### config.mk
export PLATFORM = sky130hd
export DESIGN_NAME = dvp_cam_tx
export DESIGN_NICKNAME = d
export VERILOG_FILES = /design/src/rtl/cam_pkg.sv /design/src/rtl/dvp_timing_gen.sv /design/src/rtl/dvp_cam_tx.sv
export SDC_FILE = /design/constraint.sdc
export NUM_CORES = 1
export LEC_CHECK = 0
export BUFFER_PORTS_ARGS = -buffer_cell sky130_fd_sc_hd__buf_2
export CAP_MARGIN = 30
export CORE_UTILIZATION = 60
export CTS_BUF_LIST = sky130_fd_sc_hd__clkbuf_16
export DETAILED_ROUTE_END_ITERATION = 16
export GPL_ROUTABILITY_DRIVEN = 0
export PLACE_DENSITY_LB_ADDON = 0.08
export SLEW_MARGIN = 20
export SYNTH_ARGS = -nofsm -noshare
export SYNTH_HDL_FRONTEND = slang
export SYNTH_SLANG_ARGS = --single-unit
### constraint.sdc
create_clock -name clk -period 8.3 [get_ports clk]
set_clock_uncertainty 0.05 [all_clocks]
set_input_delay 1.245 -clock clk [delete_from_list [all_inputs] [get_ports clk]]
set_output_delay 1.245 -clock clk [all_outputs]
set_load 0.02 [all_outputs]
### src/rtl/cam_pkg.sv
// Shared definitions for the DVP camera transmitter: FSM state encodings,
// default frame timing and the RGB565 colour-bar palette.
package cam_pkg;

  // Counter width for the byte and line counters; covers long lines and tall frames.
  localparam int CNT_W = 16;

  // Default VGA-style timing.
  localparam int DEF_H_ACTIVE    = 640;
  localparam int DEF_V_ACTIVE    = 480;
  localparam int DEF_H_BLANK     = 144;
  localparam int DEF_VSYNC_LINES = 3;
  localparam int DEF_VBP_LINES   = 17;
  localparam int DEF_VFP_LINES   = 10;

  // Frame state encoding, kept as plain constants so older tools can consume it.
  typedef logic [2:0] state_t;
  localparam state_t ST_IDLE   = 3'd0;
  localparam state_t ST_VSYNC  = 3'd1;
  localparam state_t ST_VBP    = 3'd2;
  localparam state_t ST_ACTIVE = 3'd3;
  localparam state_t ST_VFP    = 3'd4;

  // RGB565 colour bars, {R[4:0],G[5:0],B[4:0]}.
  localparam logic [15:0] RGB_WHITE   = 16'hFFFF;
  localparam logic [15:0] RGB_YELLOW  = 16'hFFE0;
  localparam logic [15:0] RGB_CYAN    = 16'h07FF;
  localparam logic [15:0] RGB_GREEN   = 16'h07E0;
  localparam logic [15:0] RGB_MAGENTA = 16'hF81F;
  localparam logic [15:0] RGB_RED     = 16'hF800;
  localparam logic [15:0] RGB_BLUE    = 16'h001F;
  localparam logic [15:0] RGB_BLACK   = 16'h0000;

  // Colour of bar 0..7, left to right.
  function automatic logic [15:0] bar_color(input logic [2:0] bar);
    case (bar)
      3'd0:    bar_color = RGB_WHITE;
      3'd1:    bar_color = RGB_YELLOW;
      3'd2:    bar_color = RGB_CYAN;
      3'd3:    bar_color = RGB_GREEN;
      3'd4:    bar_color = RGB_MAGENTA;
      3'd5:    bar_color = RGB_RED;
      3'd6:    bar_color = RGB_BLUE;
      default: bar_color = RGB_BLACK;
    endcase
  endfunction

endpackage

### src/rtl/dvp_timing_gen.sv
// DVP frame timing: frame FSM plus byte and line counters.
// Exports strobes describing the NEXT cycle so the parent can register its
// outputs from them and keep vsync, href and data perfectly aligned.
// Optional macro TEST_PATTERN_EN adds the colour-bar index output.
module dvp_timing_gen
  import cam_pkg::*;
#(
  parameter int H_ACTIVE    = DEF_H_ACTIVE,
  parameter int V_ACTIVE    = DEF_V_ACTIVE,
  parameter int H_BLANK     = DEF_H_BLANK,
  parameter int VSYNC_LINES = DEF_VSYNC_LINES,
  parameter int VBP_LINES   = DEF_VBP_LINES,
  parameter int VFP_LINES   = DEF_VFP_LINES
) (
  input  logic       clk,
  input  logic       rst_n,
  input  logic       enable,
  output logic       vsync_nxt,
  output logic       href_nxt,
  output logic       slot_nxt,
  output logic       fs_nxt
`ifdef TEST_PATTERN_EN
  ,
  output logic [2:0] bar_nxt
`endif
);

  localparam int LINE_CLKS = 2 * (H_ACTIVE + H_BLANK);

  state_t           state_q, state_d;
  logic [CNT_W-1:0] byte_q, byte_d;
  logic [CNT_W-1:0] line_q, line_d;
  logic [CNT_W-1:0] line_cnt;

  // Number of lines spent in the current state.
  always_comb begin
    case (state_q)
      ST_VSYNC:  line_cnt = CNT_W'(VSYNC_LINES);
      ST_VBP:    line_cnt = CNT_W'(VBP_LINES);
      ST_ACTIVE: line_cnt = CNT_W'(V_ACTIVE);
      ST_VFP:    line_cnt = CNT_W'(VFP_LINES);
      default:   line_cnt = CNT_W'(1);
    endcase
  end

  // Next-state and counter logic; enable is only looked at in IDLE and at the end of VFP.
  always_comb begin
    // NOTE: every output gets a default first so no path leaves it unassigned (no latch).
    state_d = state_q;
    byte_d  = byte_q;
    line_d  = line_q;
    if (state_q == ST_IDLE) begin
      if (enable) begin
        state_d = ST_VSYNC;
        byte_d  = '0;
        line_d  = '0;
      end
    end else if (byte_q == CNT_W'(LINE_CLKS - 1)) begin
      byte_d = '0;
      if (line_q == line_cnt - 1'b1) begin
        line_d = '0;
        case (state_q)
          ST_VSYNC:  state_d = ST_VBP;
          ST_VBP:    state_d = ST_ACTIVE;
          ST_ACTIVE: state_d = ST_VFP;
          default:   state_d = enable ? ST_VSYNC : ST_IDLE;
        endcase
      end else begin
        line_d = line_q + 1'b1;
      end
    end else begin
      byte_d = byte_q + 1'b1;
    end
  end

  // Strobes for the cycle described by the next-state values.
  always_comb begin
    vsync_nxt = (state_d == ST_VSYNC);
    href_nxt  = (state_d == ST_ACTIVE) && (byte_d < CNT_W'(2 * H_ACTIVE));
    slot_nxt  = href_nxt && !byte_d[0];
    fs_nxt    = (state_d == ST_VSYNC) && (line_d == '0) && (byte_d == '0);
  end

`ifdef TEST_PATTERN_EN
  logic [31:0] bar_wide;

  // Bar index of the pixel starting next cycle: x*8/H_ACTIVE.
  always_comb begin
    bar_wide = (32'(byte_d >> 1) * 32'd8) / 32'(H_ACTIVE);
    bar_nxt  = bar_wide[2:0];
  end
`endif

  // Frame state and counters.
  always_ff @(posedge clk or negedge rst_n) begin
    if (!rst_n) begin
      state_q <= ST_IDLE;
      byte_q  <= '0;
      line_q  <= '0;
    end else begin
      // NOTE: sequential state uses non-blocking assignment so all flops update together.
      state_q <= state_d;
      byte_q  <= byte_d;
      line_q  <= line_d;
    end
  end

endmodule

### src/rtl/dvp_cam_tx.sv
// DVP camera transmitter: serialises RGB565 pixels into high/low bytes under
// vsync/href framing. Timing comes from dvp_timing_gen; this module owns the
// pixel handshake, the byte data path and the sticky underrun flag.
// Optional macro TEST_PATTERN_EN fills missing pixels with 8 colour bars.
module dvp_cam_tx
  import cam_pkg::*;
#(
  parameter int H_ACTIVE    = DEF_H_ACTIVE,
  parameter int V_ACTIVE    = DEF_V_ACTIVE,
  parameter int H_BLANK     = DEF_H_BLANK,
  parameter int VSYNC_LINES = DEF_VSYNC_LINES,
  parameter int VBP_LINES   = DEF_VBP_LINES,
  parameter int VFP_LINES   = DEF_VFP_LINES
) (
  input  logic        clk,
  input  logic        rst_n,
  input  logic        enable,
  input  logic [15:0] pix_data,
  input  logic        pix_valid,
  output logic        pix_ready,
  output logic        cam_vsync,
  output logic        cam_href,
  output logic [7:0]  cam_data,
  output logic        frame_start,
  output logic        underrun
);

  logic vsync_nxt, href_nxt, slot_nxt, fs_nxt;
`ifdef TEST_PATTERN_EN
  logic [2:0] bar_nxt;
`endif

  dvp_timing_gen #(
    .H_ACTIVE    (H_ACTIVE),
    .V_ACTIVE    (V_ACTIVE),
    .H_BLANK     (H_BLANK),
    .VSYNC_LINES (VSYNC_LINES),
    .VBP_LINES   (VBP_LINES),
    .VFP_LINES   (VFP_LINES)
  ) u_timing (
    .clk       (clk),
    .rst_n     (rst_n),
    .enable    (enable),
    .vsync_nxt (vsync_nxt),
    .href_nxt  (href_nxt),
    .slot_nxt  (slot_nxt),
    .fs_nxt    (fs_nxt)
`ifdef TEST_PATTERN_EN
    ,
    .bar_nxt   (bar_nxt)
`endif
  );

  logic       cam_vsync_q, cam_vsync_d;
  logic       cam_href_q, cam_href_d;
  logic [7:0] cam_data_q, cam_data_d;
  logic       frame_start_q, frame_start_d;
  logic       underrun_q, underrun_d;
  logic [7:0] lo_q, lo_d;

  // The pixel is taken in the cycle before its first byte goes out.
  assign pix_ready = slot_nxt;

  // Byte path: high byte on the transfer edge, held low byte on the next; 0x00 outside href.
  always_comb begin
    cam_vsync_d   = vsync_nxt;
    cam_href_d    = href_nxt;
    frame_start_d = fs_nxt;
    cam_data_d    = 8'h00;
    lo_d          = lo_q;
    underrun_d    = underrun_q;
    if (slot_nxt) begin
      if (pix_valid) begin
        cam_data_d = pix_data[15:8];
        lo_d       = pix_data[7:0];
      end else begin
`ifdef TEST_PATTERN_EN
        {cam_data_d, lo_d} = bar_color(bar_nxt);
`else
        // No backpressure on DVP: send a black pixel and flag it.
        cam_data_d = 8'h00;
        lo_d       = 8'h00;
        underrun_d = 1'b1;
`endif
      end
    end else if (href_nxt) begin
      cam_data_d = lo_q;
    end
  end

  // Registered DVP outputs, handshake state and sticky underrun.
  always_ff @(posedge clk or negedge rst_n) begin
    if (!rst_n) begin
      cam_vsync_q   <= 1'b0;
      cam_href_q    <= 1'b0;
      cam_data_q    <= 8'h00;
      frame_start_q <= 1'b0;
      underrun_q    <= 1'b0;
      // NOTE: the low-byte holding register is reset too; it is tiny and a known value eases debug.
      lo_q          <= 8'h00;
    end else begin
      cam_vsync_q   <= cam_vsync_d;
      cam_href_q    <= cam_href_d;
      cam_data_q    <= cam_data_d;
      frame_start_q <= frame_start_d;
      underrun_q    <= underrun_d;
      lo_q          <= lo_d;
    end
  end

  assign cam_vsync   = cam_vsync_q;
  assign cam_href    = cam_href_q;
  assign cam_data    = cam_data_q;
  assign frame_start = frame_start_q;
  assign underrun    = underrun_q;

endmodule

==> impl_metrics.tcl <==
set metrics [dict create \
    synth_nets 414 \
    insertion_delay_ns 0.30 \
    cp-start-kind "flip-flop" \
    vias_per_cell 6.65 \
    hold_violations 0 \
    cts_resized 0 \
    routedWlPerCell_um 17.5 \
    setup_viol 0 \
    synthAdderAreaFrac_pct 1.12 \
    ir_drop_uv 114 \
    setup_tns_ns 0 \
    grt.total_usage_pct 30.0 \
    grt_max_degree 56 \
    post-route-min-period_ns 4.85 \
    postCtsSetupRepairBufs 0 \
    ant_nets 0 \
    synth-edff-count 0 \
    syn-cell-area_um2 3340 \
    synthCells 391 \
    p_leak_nw 1.57 \
    antenna_found_initial 0 \
    place_inst 471 \
    place_area_um2 3480 \
    tightest_slew_ns 0.729 \
    start_util_pct 63.7 \
    synth_compound_area_share_pct 21.0 \
    fillers 423 \
    synth_top_family_by_area "simple AND/OR/NAND/NOR gates" \
    die_w_um 76.6 \
    numPortBuffers 32 \
    cts_root_buf "clkbuf_16" \
    fmax_ghz 0.206 \
    powerDensity_nw_per_um2 146 \
    layout.nets 431 \
    async_flop_share_pct 100 \
    cp-end-kind "output pin" \
    fin_crit_sh_pct 58.5 \
    grt_pass1_wl_um 14100 \
    routed_wl_um 8360 \
    min_from "underrun" \
    coreArea_um2 5240 \
    avgSynthCellArea_um2 8.54 \
    layout_commonest_cell "dfrtp_1" \
    synthMuxAreaShare_pct 0.937 \
    crit_type "flip-flop to output pin" \
    pre_cts_slack_ns 3.63 \
    rsz0062_at_grt "false" \
    clk_pin_slew_ns 0.07 \
    synthSimpleGateAreaFrac_pct 27.2 \
    cts_tree "yes" \
    cts_buffer_depth 2 \
    synth-xor-area-share_pct 2.36 \
    io_pins 33 \
    cp_data_required_time_ns 7.01 \
    final-instance-count-excl-fill 479 \
    worstSetupStartpoint "u_timing.state_q[2]" \
    drive_above_1_share_pct 14.4 \
    ys_warn_count 0 \
    max_slew_margin_pct 50.8 \
    synth_cell_types 60 \
    final_cell_area_um2 3660 \
    cts_buffers 5 \
    die_h_um 76.6 \
    ctsHoldBuffers 0 \
    cap_viol_max_count 0 \
    overflow 0 \
    synthFlopType "dfrtp_1" \
    critPathMaxFanout 17 \
    hp-class "flip-flop to flip-flop" \
    most-common-layout-cells "55 x dfrtp_1, 53 x nand2_1, 32 x buf_2, 26 x o21ai_0, 25 x nand3_1" \
    area_delta_synth_final_pct 9.52 \
    cts_sinks 55 \
    diodes 0 \
    reg2reg_from "u_timing.state_q[2]" \
    detailedRoute.firstIterationViolations 426 \
    arrival_ns 3.56 \
    final_util_pct 69.8 \
    first_pass_iters 6 \
    num_vias 3187 \
    slew_viol_final 0 \
    worst_slack_ns 3.45 \
    status "finished, final reports clean" \
    dpl.hpwl_um 5710 \
    die_area_um2 5870 \
    ys_ff_latch 55 \
    grt_pass1_vias 2842 \
    ctsHtreeMaxLevel 2 \
    rows 26 \
    yosysSeqAreaShare_pct 41.2 \
    drc 0 \
]
[state kept, by name (all words and copies together) (netlist names)]
signal,count
cam_data,8
cam_vsync,1
u_timing.byte_q,16
lo_q,8
frame_start,1
cam_href,1
u_timing.state_q,3
underrun,1
u_timing.line_q,16
[per-layer routing]
metal  track usage, %  share of wire, %  vias to the layer above
met2             43.8                46                      157
met3             5.99               7.7                       18
met5                0                 0                        -
li1                 -                 -                     1487
met4             11.5               2.2                        0
met1             43.8                44                     1525
[path summary, 6_finish.rpt]
check	endpoint	slack, ns	cells after the start
worst min-delay path	underrun	0.44	2
worst max register to register	lo_q[1]	4.38	11
min in group asynchronous	u_timing.line_q[2]	1.03	2
max in group asynchronous	u_timing.byte_q[11]	6.71	2
worst min register to register	underrun	0.44	2
worst max-delay path	pix_ready	3.45	11
[Yosys cell counts, drive strengths merged (4+ instances only)]
library cell   n  area, um^2
nor2          14        52.6
nor3          13        70.1
o21ai         28         148
a31oi         11        68.8
or2            5        31.3
and3           8        50.1
nor4          11        68.8
xnor2          7        61.3
a41oi          5        43.8
nand2         53         199
dfrtp         55        1380
a22o           5        43.8
clkbuf        13        48.8
inv           17        66.3
and2           4        25.0
o31ai         10        80.1
buf           13        88.8
a21oi         20         100
nand3         26         135
o21a           5        37.5
nand4         14        87.6
or3            6        37.5
[final cells by class]
cell class	count	area, um^2	area share, %
clock buffer	5	125	3.42
clock inverter	3	46.3	1.27
inverter	17	66.3	1.81
multi-input combinational	293	1760	48.3
sequential	55	1380	37.6
tap	70	87.6	2.40
timing repair buffer	36	190	5.20
[power breakdown]
group / internal [mW] / switching [mW] / total (mW)
Sequential: 0.269 / 0.00162 / 0.270
Combinational: 0.00615 / 0.0120 / 0.0182
Clock: 0.144 / 0.102 / 0.245
Total: 0.418 / 0.115 / 0.534
[worst max-delay path: stages (launching register included)]
cell and delay (ns):
dfrtp_1 0.64, inv_1 0.13, or3_1 0.34, ha_1 0.31, xnor2_1 0.12, nor4_1 0.17
and4_1 0.41, nand4_1 0.15, xnor2_1 0.19, nand4_1 0.38, nor2_1 0.23, buf_2 0.18
[cell families after synthesis]
logic type	count (synthesis)
flip-flops	55
AND/OR/NAND/NOR	172
buffers and inverters	43
XOR/XNOR	9
adder cells (fa/ha/maj)	3
multiplexers	3
AO/OA/AOI/OAI	106
[per-stage QoR]
step	total power, mW	hold slack [ns]
3_3_place_gp	0.294	0.406
6_report	0.534	0.444
5_1_grt	0.548	0.474
4_1_cts	0.536	0.448
2_1_floorplan	0.282	0.427
3_5_place_dp	0.294	0.431
Note: power is estimated with default switching activity, not from simulation.
